==> src/rtl/conv_requant_pool.sv <==
// Post-convolution stage: bias + ReLU + rounded shift with 8-bit saturation, then 2x2/stride-2 max-pool.
// Define CONV_POOL_EN to build the max-pool; otherwise every requantized sample is output directly.
module conv_requant_pool #(
   parameter int Out_Dim = 2
) (
   input  logic        clk,
   input  logic        rst,
   input  logic [15:0] in_data,
   input  logic        in_valid,
   input  logic [15:0] bias,
   input  logic [3:0]  shift,
   output logic [7:0]  out_data,
   output logic        out_valid,
   output logic        frame_done
);
   // Valid-only streaming: a beat transfers whenever in_valid is high and there is no backpressure;
   // out_valid marks each output for exactly one cycle and out_data holds between strobes.
   localparam int CW = $clog2(Out_Dim);
   localparam logic [CW-1:0] POS_LAST = CW'(Out_Dim - 1);

   logic [CW-1:0] col_q, col_d, row_q, row_d;
   logic [CW-1:0] s1_col_q, s1_col_d, s1_row_q, s1_row_d;
   logic [7:0]    s1_data_q, s1_data_d;
   logic          s1_valid_q, s1_valid_d;

   logic signed [17:0] sum;
   logic [17:0]        relu, round_add, rnd, quo;
   logic [7:0]         sat;

   always_comb begin
      col_d = col_q;
      row_d = row_q;
      if (in_valid) begin
         if (col_q == POS_LAST) begin
            col_d = '0;
            row_d = (row_q == POS_LAST) ? '0 : row_q + CW'(1);
         end else begin
            col_d = col_q + CW'(1);
         end
      end
   end

   // 18-bit signed sum cannot overflow: 65535 + 32767 and the rounding term stay below 2^17.
   always_comb begin
      sum       = $signed({2'b00, in_data}) + $signed({{2{bias[15]}}, bias});
      relu      = sum[17] ? 18'd0 : 18'(sum);
      round_add = (shift == 4'd0) ? 18'd0 : (18'd1 << (shift - 4'd1));
      rnd       = relu + round_add;
      quo       = rnd >> shift;
      sat       = (quo > 18'd255) ? 8'hFF : quo[7:0];
   end

   always_comb begin
      s1_valid_d = in_valid;
      s1_data_d  = in_valid ? sat   : s1_data_q;
      s1_col_d   = in_valid ? col_q : s1_col_q;
      s1_row_d   = in_valid ? row_q : s1_row_q;
   end

   always_ff @(posedge clk or negedge rst) begin
      if (!rst) begin
         col_q      <= '0;
         row_q      <= '0;
         s1_col_q   <= '0;
         s1_row_q   <= '0;
         s1_data_q  <= '0;
         s1_valid_q <= 1'b0;
      end else begin
         col_q      <= col_d;
         row_q      <= row_d;
         s1_col_q   <= s1_col_d;
         s1_row_q   <= s1_row_d;
         s1_data_q  <= s1_data_d;
         s1_valid_q <= s1_valid_d;
      end
   end

`ifdef CONV_POOL_EN
   localparam int HALF = Out_Dim / 2;
   localparam int LBW  = (HALF > 1) ? $clog2(HALF) : 1;
   localparam logic [CW-1:0] WIN_LAST = CW'(2 * HALF - 1);
   localparam bit ODD_DIM = (Out_Dim % 2) == 1;

   function automatic logic [7:0] max8(input logic [7:0] a, input logic [7:0] b);
      return (a > b) ? a : b;
   endfunction

   logic [7:0]     pair_max_q, pair_max_d;
   logic [7:0]     out_data_q, out_data_d;
   logic           out_valid_q, out_valid_d;
   logic           frame_done_q, frame_done_d;
   logic [7:0]     linebuf_q [2**LBW];
   logic           lb_we;
   logic [LBW-1:0] lb_addr;
   logic [7:0]     lb_wdata, lb_rdata;
   logic           in_win;

   assign lb_addr  = LBW'(s1_col_q >> 1);
   assign lb_rdata = linebuf_q[lb_addr];

   // With an odd size the trailing column and row never belong to a window.
   always_comb begin
      in_win       = !ODD_DIM || ((s1_col_q != POS_LAST) && (s1_row_q != POS_LAST));
      pair_max_d   = pair_max_q;
      out_data_d   = out_data_q;
      out_valid_d  = 1'b0;
      frame_done_d = 1'b0;
      lb_we        = 1'b0;
      lb_wdata     = '0;
      if (s1_valid_q && in_win) begin
         if (!s1_col_q[0]) begin
            pair_max_d = s1_data_q;
         end else if (!s1_row_q[0]) begin
            lb_we    = 1'b1;
            lb_wdata = max8(pair_max_q, s1_data_q);
         end else begin
            out_valid_d  = 1'b1;
            out_data_d   = max8(lb_rdata, max8(pair_max_q, s1_data_q));
            frame_done_d = (s1_col_q == WIN_LAST) && (s1_row_q == WIN_LAST);
         end
      end
   end

   always_ff @(posedge clk or negedge rst) begin
      if (!rst) begin
         pair_max_q   <= '0;
         out_data_q   <= '0;
         out_valid_q  <= 1'b0;
         frame_done_q <= 1'b0;
      end else begin
         pair_max_q   <= pair_max_d;
         out_data_q   <= out_data_d;
         out_valid_q  <= out_valid_d;
         frame_done_q <= frame_done_d;
      end
   end

   // Every entry is written on an even row before the odd row reads it, so no reset is needed.
   always_ff @(posedge clk) begin
      if (lb_we) linebuf_q[lb_addr] <= lb_wdata;
   end

   assign out_data   = out_data_q;
   assign out_valid  = out_valid_q;
   assign frame_done = frame_done_q;
`else
   assign out_data   = s1_data_q;
   assign out_valid  = s1_valid_q;
   assign frame_done = s1_valid_q && (s1_col_q == POS_LAST) && (s1_row_q == POS_LAST);
`endif

endmodule

==> config.mk <==
export PLATFORM = sky130hd
export DESIGN_NAME = conv_requant_pool
export DESIGN_NICKNAME = d
export VERILOG_FILES = /design/src/rtl/conv_requant_pool.sv
export SDC_FILE = /design/constraint.sdc
export NUM_CORES = 1
export LEC_CHECK = 0
export CAP_MARGIN = 30
export CORE_MARGIN = 2
export CORE_UTILIZATION = 30
export CTS_BUF_LIST = sky130_fd_sc_hd__clkbuf_8
export CTS_CLUSTER_SIZE = 8
export DETAILED_ROUTE_END_ITERATION = 16
export HOLD_SLACK_MARGIN = 0.1
export PLACE_DENSITY_LB_ADDON = 0.08
export SYNTH_ARGS = -nofsm -noshare
export SYNTH_HDL_FRONTEND = slang
export SYNTH_SLANG_ARGS = --single-unit
==> constraint.sdc <==
create_clock -name clk -period 1.06 [get_ports clk]
set_clock_uncertainty 0.15 [all_clocks]
set_input_delay 0.106 -clock clk [delete_from_list [all_inputs] [get_ports clk]]
set_output_delay 0.106 -clock clk [all_outputs]
set_load 0.05 [all_outputs]
# Word-level counts from Yosys, hierarchy flattened
# Cells that the tools add are included.
dict set report classes {
  reduce_logical 4
  order_cmp 1
  bitwise_logic 0
  addsub 5
  n_mul 0
  div 0
  n_eq_ne 0
  shifts 2
  muxes 5
}
# operator count
set ops {}
lappend ops {{17-bit by 16-bit adder with 18-bit output} 1}
lappend ops {{17-bit by 18-bit adder with 18-bit output} 1}
lappend ops {{18-bit by 8-bit > comparator with 1-bit output (second input constant)} 1}
lappend ops {{18-bit two-way mux} 1}
lappend ops {{1-bit by 4-bit left shift with 18-bit output (first input constant)} 1}
lappend ops {{18-bit by 4-bit >> shifter with 18-bit output} 1}
lappend ops {{17-bit two-way mux} 1}
lappend ops {{8-bit two-way mux} 1}
lappend ops {{4-bit zero test} 1}
lappend ops {{4-bit by 1-bit subtractor with 4-bit output (second input constant)} 1}
lappend ops {{1-bit adder (second input constant)} 2}
lappend ops {{1-bit logical AND} 2}
lappend ops {{1-bit two-way mux} 2}
lappend ops {{2-bit AND reduction} 1}
dict set report totals {
  register_bits 13
  input_bits 39
  latch_bits 0
  rom_bits 0
  ramBits 0
  mem_count 0
  output_inout_bits 10
  wordCells 23
}

# Logic depth before layout (Yosys ltp)
dict set report depth {
  depth_word 7
  mapped_depth 21
  depth_no_buf 21
}

# Worst setup path before layout
# No wires, ideal clock.
dict set report synth_timing {
  path_kind {input-to-reg}
  start {in in_data[14]}
  end {reg s1_data_q[1] (netlist: out_data[1])}
  required_time_ns 0.776
  t_arrival_ns 4.299
  n_path_buf 2
  setup_slack_ns -3.523
  setup_time_ns 0.134
  path_stages 20
  path_cell_list {ha_1 -> buf_2 -> a211o_1 -> a21o_1 -> o221ai_1 -> nand3_2 -> xor2_1 -> clkbuf_1 -> nor2_1 -> ha_1 -> a211oi_2 -> o211ai_1 -> a211o_1 -> a21oi_1 -> mux2i_1 -> nand2_1 -> o31ai_1 -> nand2_1 -> nor3_2 -> o221ai_2}
}
dict set report synth_via {
  elab_chain_len 6
}
# item line_no
set synth_rtl {}
lappend synth_rtl {{from (decl)} 8} ;# input logic [15:0] in_data,
lappend synth_rtl {{17-bit by 16-bit adder with 18-bit output (*)} 45} ;# sum = $signed({2'b00, in_data}) + $signed({{2{bias[15]}}, bias});
lappend synth_rtl {{17-bit two-way mux (*)} 46} ;# relu = sum[17] ? 18'd0 : 18'(sum);
lappend synth_rtl {{17-bit by 18-bit adder with 18-bit output (*)} 48} ;# rnd = relu + round_add;
lappend synth_rtl {{18-bit by 4-bit >> shifter with 18-bit output (*)} 49} ;# quo = rnd >> shift;
lappend synth_rtl {{18-bit by 8-bit > comparator with 1-bit output} 50} ;# sat = (quo > 18'd255) ? 8'hFF : quo[7:0];
lappend synth_rtl {{8-bit two-way mux (*)} 50}
lappend synth_rtl {{to (signal assigned)} 73} ;# s1_data_q <= s1_data_d;
lappend synth_rtl {{to (decl)} 23} ;# logic [7:0] s1_data_q, s1_data_d;
# Mark *: on every way between the ends. The rest lies on a longest branch, timed or not.
# A chain may end at the register's enable or synchronous reset.

# Final worst setup path
dict set report layout_timing {
  start {in bias[12]}
  end {reg s1_data_q[5] (netlist: out_data[5])}
}
dict set report layout_via {
  elab_chain_len 6
}
# item line_no
set layout_rtl {}
lappend layout_rtl {{from (decl)} 10} ;# input logic [15:0] bias,
lappend layout_rtl {{17-bit by 16-bit adder with 18-bit output (*)} 45}
lappend layout_rtl {{17-bit two-way mux (*)} 46}
lappend layout_rtl {{17-bit by 18-bit adder with 18-bit output (*)} 48}
lappend layout_rtl {{18-bit by 4-bit >> shifter with 18-bit output (*)} 49}
lappend layout_rtl {{18-bit by 8-bit > comparator with 1-bit output} 50}
lappend layout_rtl {{8-bit two-way mux (*)} 50}
# Marked as above.

==> flow_summary.yaml <==
route:
  initialDrtViolationCount: 189
  routed-via-count: 4273
  dr.pass1.iters: 5
  vias_per_cell: 5.36
  routed_wl_mm: 12.6
  route.detailed.drc: 0
  ant_nets: 0
  wl_per_cell_microns: 15.8
critical_path:
  crit_path_end_kind: "flip-flop"
  cp.required_ns: 1.03
  cp-start-kind: "input pin"
  r2r_start: "out_data[3]"
  reg2reg_slack_ns: 0.02
  path_cells: "buf_6 > ha_4 > nand4_1 > nor3_4 > o2111ai_4 > nand3_4 > xor2_4 > nor2b_1 > ha_2 > fa_2 > a211oi_4 > o211ai_1 > a211o_1 > a21oi_2 > mux2i_1 > nand2_1 > o31ai_4 > nand2_2 > nor3_4 > o22ai_1"
  crit_top_cell: "nor3_4"
  max_stage_delay_ns: 0.42
  path_max_fanout: 5
  r2r_cells: 3
  crit_slowest_cell: "fa_2"
  worstPathArrival_ns: 4.31
  r2r_end: "out_data[3]"
  path_class: "in -> reg"
timing:
  setup_violations: 18
  finalCritPeriodShare: 4.10
  rsz0062_at_grt: "true"
  period_needed_ns: 4.34
  max_freq_mhz: 230
  fin_ws_ns: -3.28
  slew_violations: 0
  hold_violations: 0
  holdWs_ns: 0.224
  finalSetupTns_ns: -26.34
  tightest_slew_ns: 0.635
  max_slew_margin: 0.573
logic_synthesis:
  ys.flop_type: "dfrtp_1"
  synth-xor-area-share: 0.0672
  synthArstFlopShare: 1.00
  muxShareOfSynthArea: 0.0883
  synth-seq-cells: 13
  synth_seq_area_share: 0.0960
  synth_compound_area_frac: 0.335
  ys_types: 78
  synth_edf_count: 0
  synthSimpleGateAreaFrac: 0.238
  ys_warn_count: 0
  synth_top_family_by_area: "compound AO/OA/AOI/OAI gates"
  syn-cell-area_sq_um: 3390
  syn_inst: 459
  synthAdderAreaFrac: 0.134
  syn-num-nets: 533
  avgSynthCellArea_sq_um: 7.38
cells_and_area:
  layout.nets: 732
  drive_gt1_frac: 0.469
  final_util: 0.548
  area_growth_pct: 76.9
  diodes: 0
global_route:
  grt_pass1_wl_mm: 20.8
  grt_overflow_total: 0
  antenna_found_initial: 0
  grt_max_degree: 25
  grt_pass1_vias: 4239
  grt_util_met1: 0.311
  grt_use_met3: 0.0194
  grt_use_met2: 0.357
  grt_util_all_layers: 0.216
  busiest_layer: "met2"
clock_network:
  insertion_delay_ns: 0.24
  cts_buffers: 3
  clk_pin_slew_ns: 0.06
  cts_max_level: 1
  clockBufferDepth: 2
  cts_sinks: 13
  cts-root-buf: "clkbuf_8"
  cts_tree: "built"
floorplan:
  start_util: 0.310
  io_pins: 49
  die_w_microns: 110
  fp-row-count: 38
  core_area_sq_um: 10900
  die_area_sq_um: 12200
  die_h_microns: 110
run_status:
  violations: "negative setup slack"
  status: "finished, violations left"
min_path:
  whs_path_depth: 2
  holdPathEnd: "out_valid"
  worstHoldPathType: "in -> reg"
  worstHoldStart: "in_valid"
placement:
  gp_congestion: 0.912
  dpl.hpwl_mm: 9.87
  io_buffer_count: 48
power:
  power_density_nw_per_um2: 941
  ir_drop_mv: 0.830
  total_power_mw: 5.64
  leakage_nw: 2.69
run:
  maxCapViolCount: 0
## worst max-delay path: cells and delay by family
family	cells	cell delay [ns]
buffers and inverters	1	0.09
and+or+nand+nor	7	1.24
adders and majority gates	3	0.89
xor gates and xnor gates	1	0.22
muxes	1	0.24
AOI/OAI and AO/OA	7	1.52
## worst max path at each step
stage                startpoint           to  slack, ns  depth (start not counted)
CTS                 in_data[14]  out_data[1]      -3.20                         21
global route           bias[12]  out_data[0]      -3.52                         20
floorplan           in_data[14]  out_data[1]      -3.24                         20
global placement     in_data[0]  out_data[5]      -4.05                         21
finish                 bias[12]  out_data[5]      -3.28                         20
detailed placement   in_data[0]  out_data[2]      -4.13                         21
## final cells by class
type / count / area, sq um
multi-input cells: 411 / 3590
repair buffers: 215 / 1810
clock inverters: 1 / 3.75
inverters: 14 / 52.6
clock buffers: 3 / 41.3
flip-flops and latches: 13 / 327
well taps: 140 / 175
fillers: 1043 / 4940
## Yosys cell counts, drive strengths merged (5+ instances only)
master  number  area share
nor3        21       0.032
o21ai       28       0.041
a21oi       38       0.062
nor2        51       0.056
o211ai       9       0.021
buf          8       0.011
ha          33        0.12
a21o        12       0.027
mux2i       17       0.054
nor4         6       0.015
inv         13       0.014
xor2        13       0.034
nand2       44       0.049
and3         6       0.011
o22ai        6       0.011
dfrtp       13       0.096
clkbuf      13       0.014
nand3       14       0.022
nor2b        5      0.0092
a211oi      12       0.031
xnor2       13       0.034
a21boi       5       0.014
nand2b       6       0.011
## power breakdown
| group | switching (mW) | leakage (nW) | internal, mW |
|---|---|---|---|
| registers | 0.107 | 0.147 | 0.629 |
| clock network | 0.177 | 0.0269 | 0.256 |
| logic | 2.21 | 2.51 | 2.26 |
## cells in the final DEF (no fill, tap or decap), types with 14 or more instances in the layout
master,synthesis,routed
a21oi_1,35,24
buf_4,0,157
buf_6,0,17
ha_1,33,14
ha_4,0,17
mux2i_1,16,14
nand2_1,44,40
nor2_1,51,48
nor3_1,20,18
o21ai_0,24,19
## timing repair
action                     CTS  global route
hold buffers                 1             0
pin swaps                   70            19
gates resized for setup    183            22
setup buffers               21             2
hold endpoints to repair    13             0
setup endpoints to repair   19            31
cloned                       1             0
## stage by stage
stage | worst slack (ns) | area (sq um) | std cells
floorplan | -3.24 | 3530 | 459
global placement | -4.05 | 5260 | 769
detailed placement | -4.13 | 5260 | 769
CTS | -3.20 | 5960 | 795
global route | -3.52 | 5990 | 797
finish | -3.28 | 5990 | 797
## flip-flops by register name (all words and copies together) (netlist names)
signal and flops:
s1_col_q 1, col_q 1, out_valid 1, s1_row_q 1, out_data 8, row_q 1
## layer usage
layer | vias to the layer above | routed length (microns)
li1 | 2143 | -
met1 | 2028 | 6200
met5 | - | 0
met4 | 0 | 163
met2 | 86 | 5780
met3 | 16 | 437
## cell families (layout without fill, tap and decap cells)
logic type | after synthesis | in the layout
compound gates | 158 | 158
xor+xnor | 26 | 26
fa+ha+maj | 35 | 35
buf+inv | 35 | 233
flops | 13 | 13
mux | 23 | 23
other cells | 1 | 1
simple gates | 168 | 168
No activity file was read; power rests on OpenSTA's default activity.
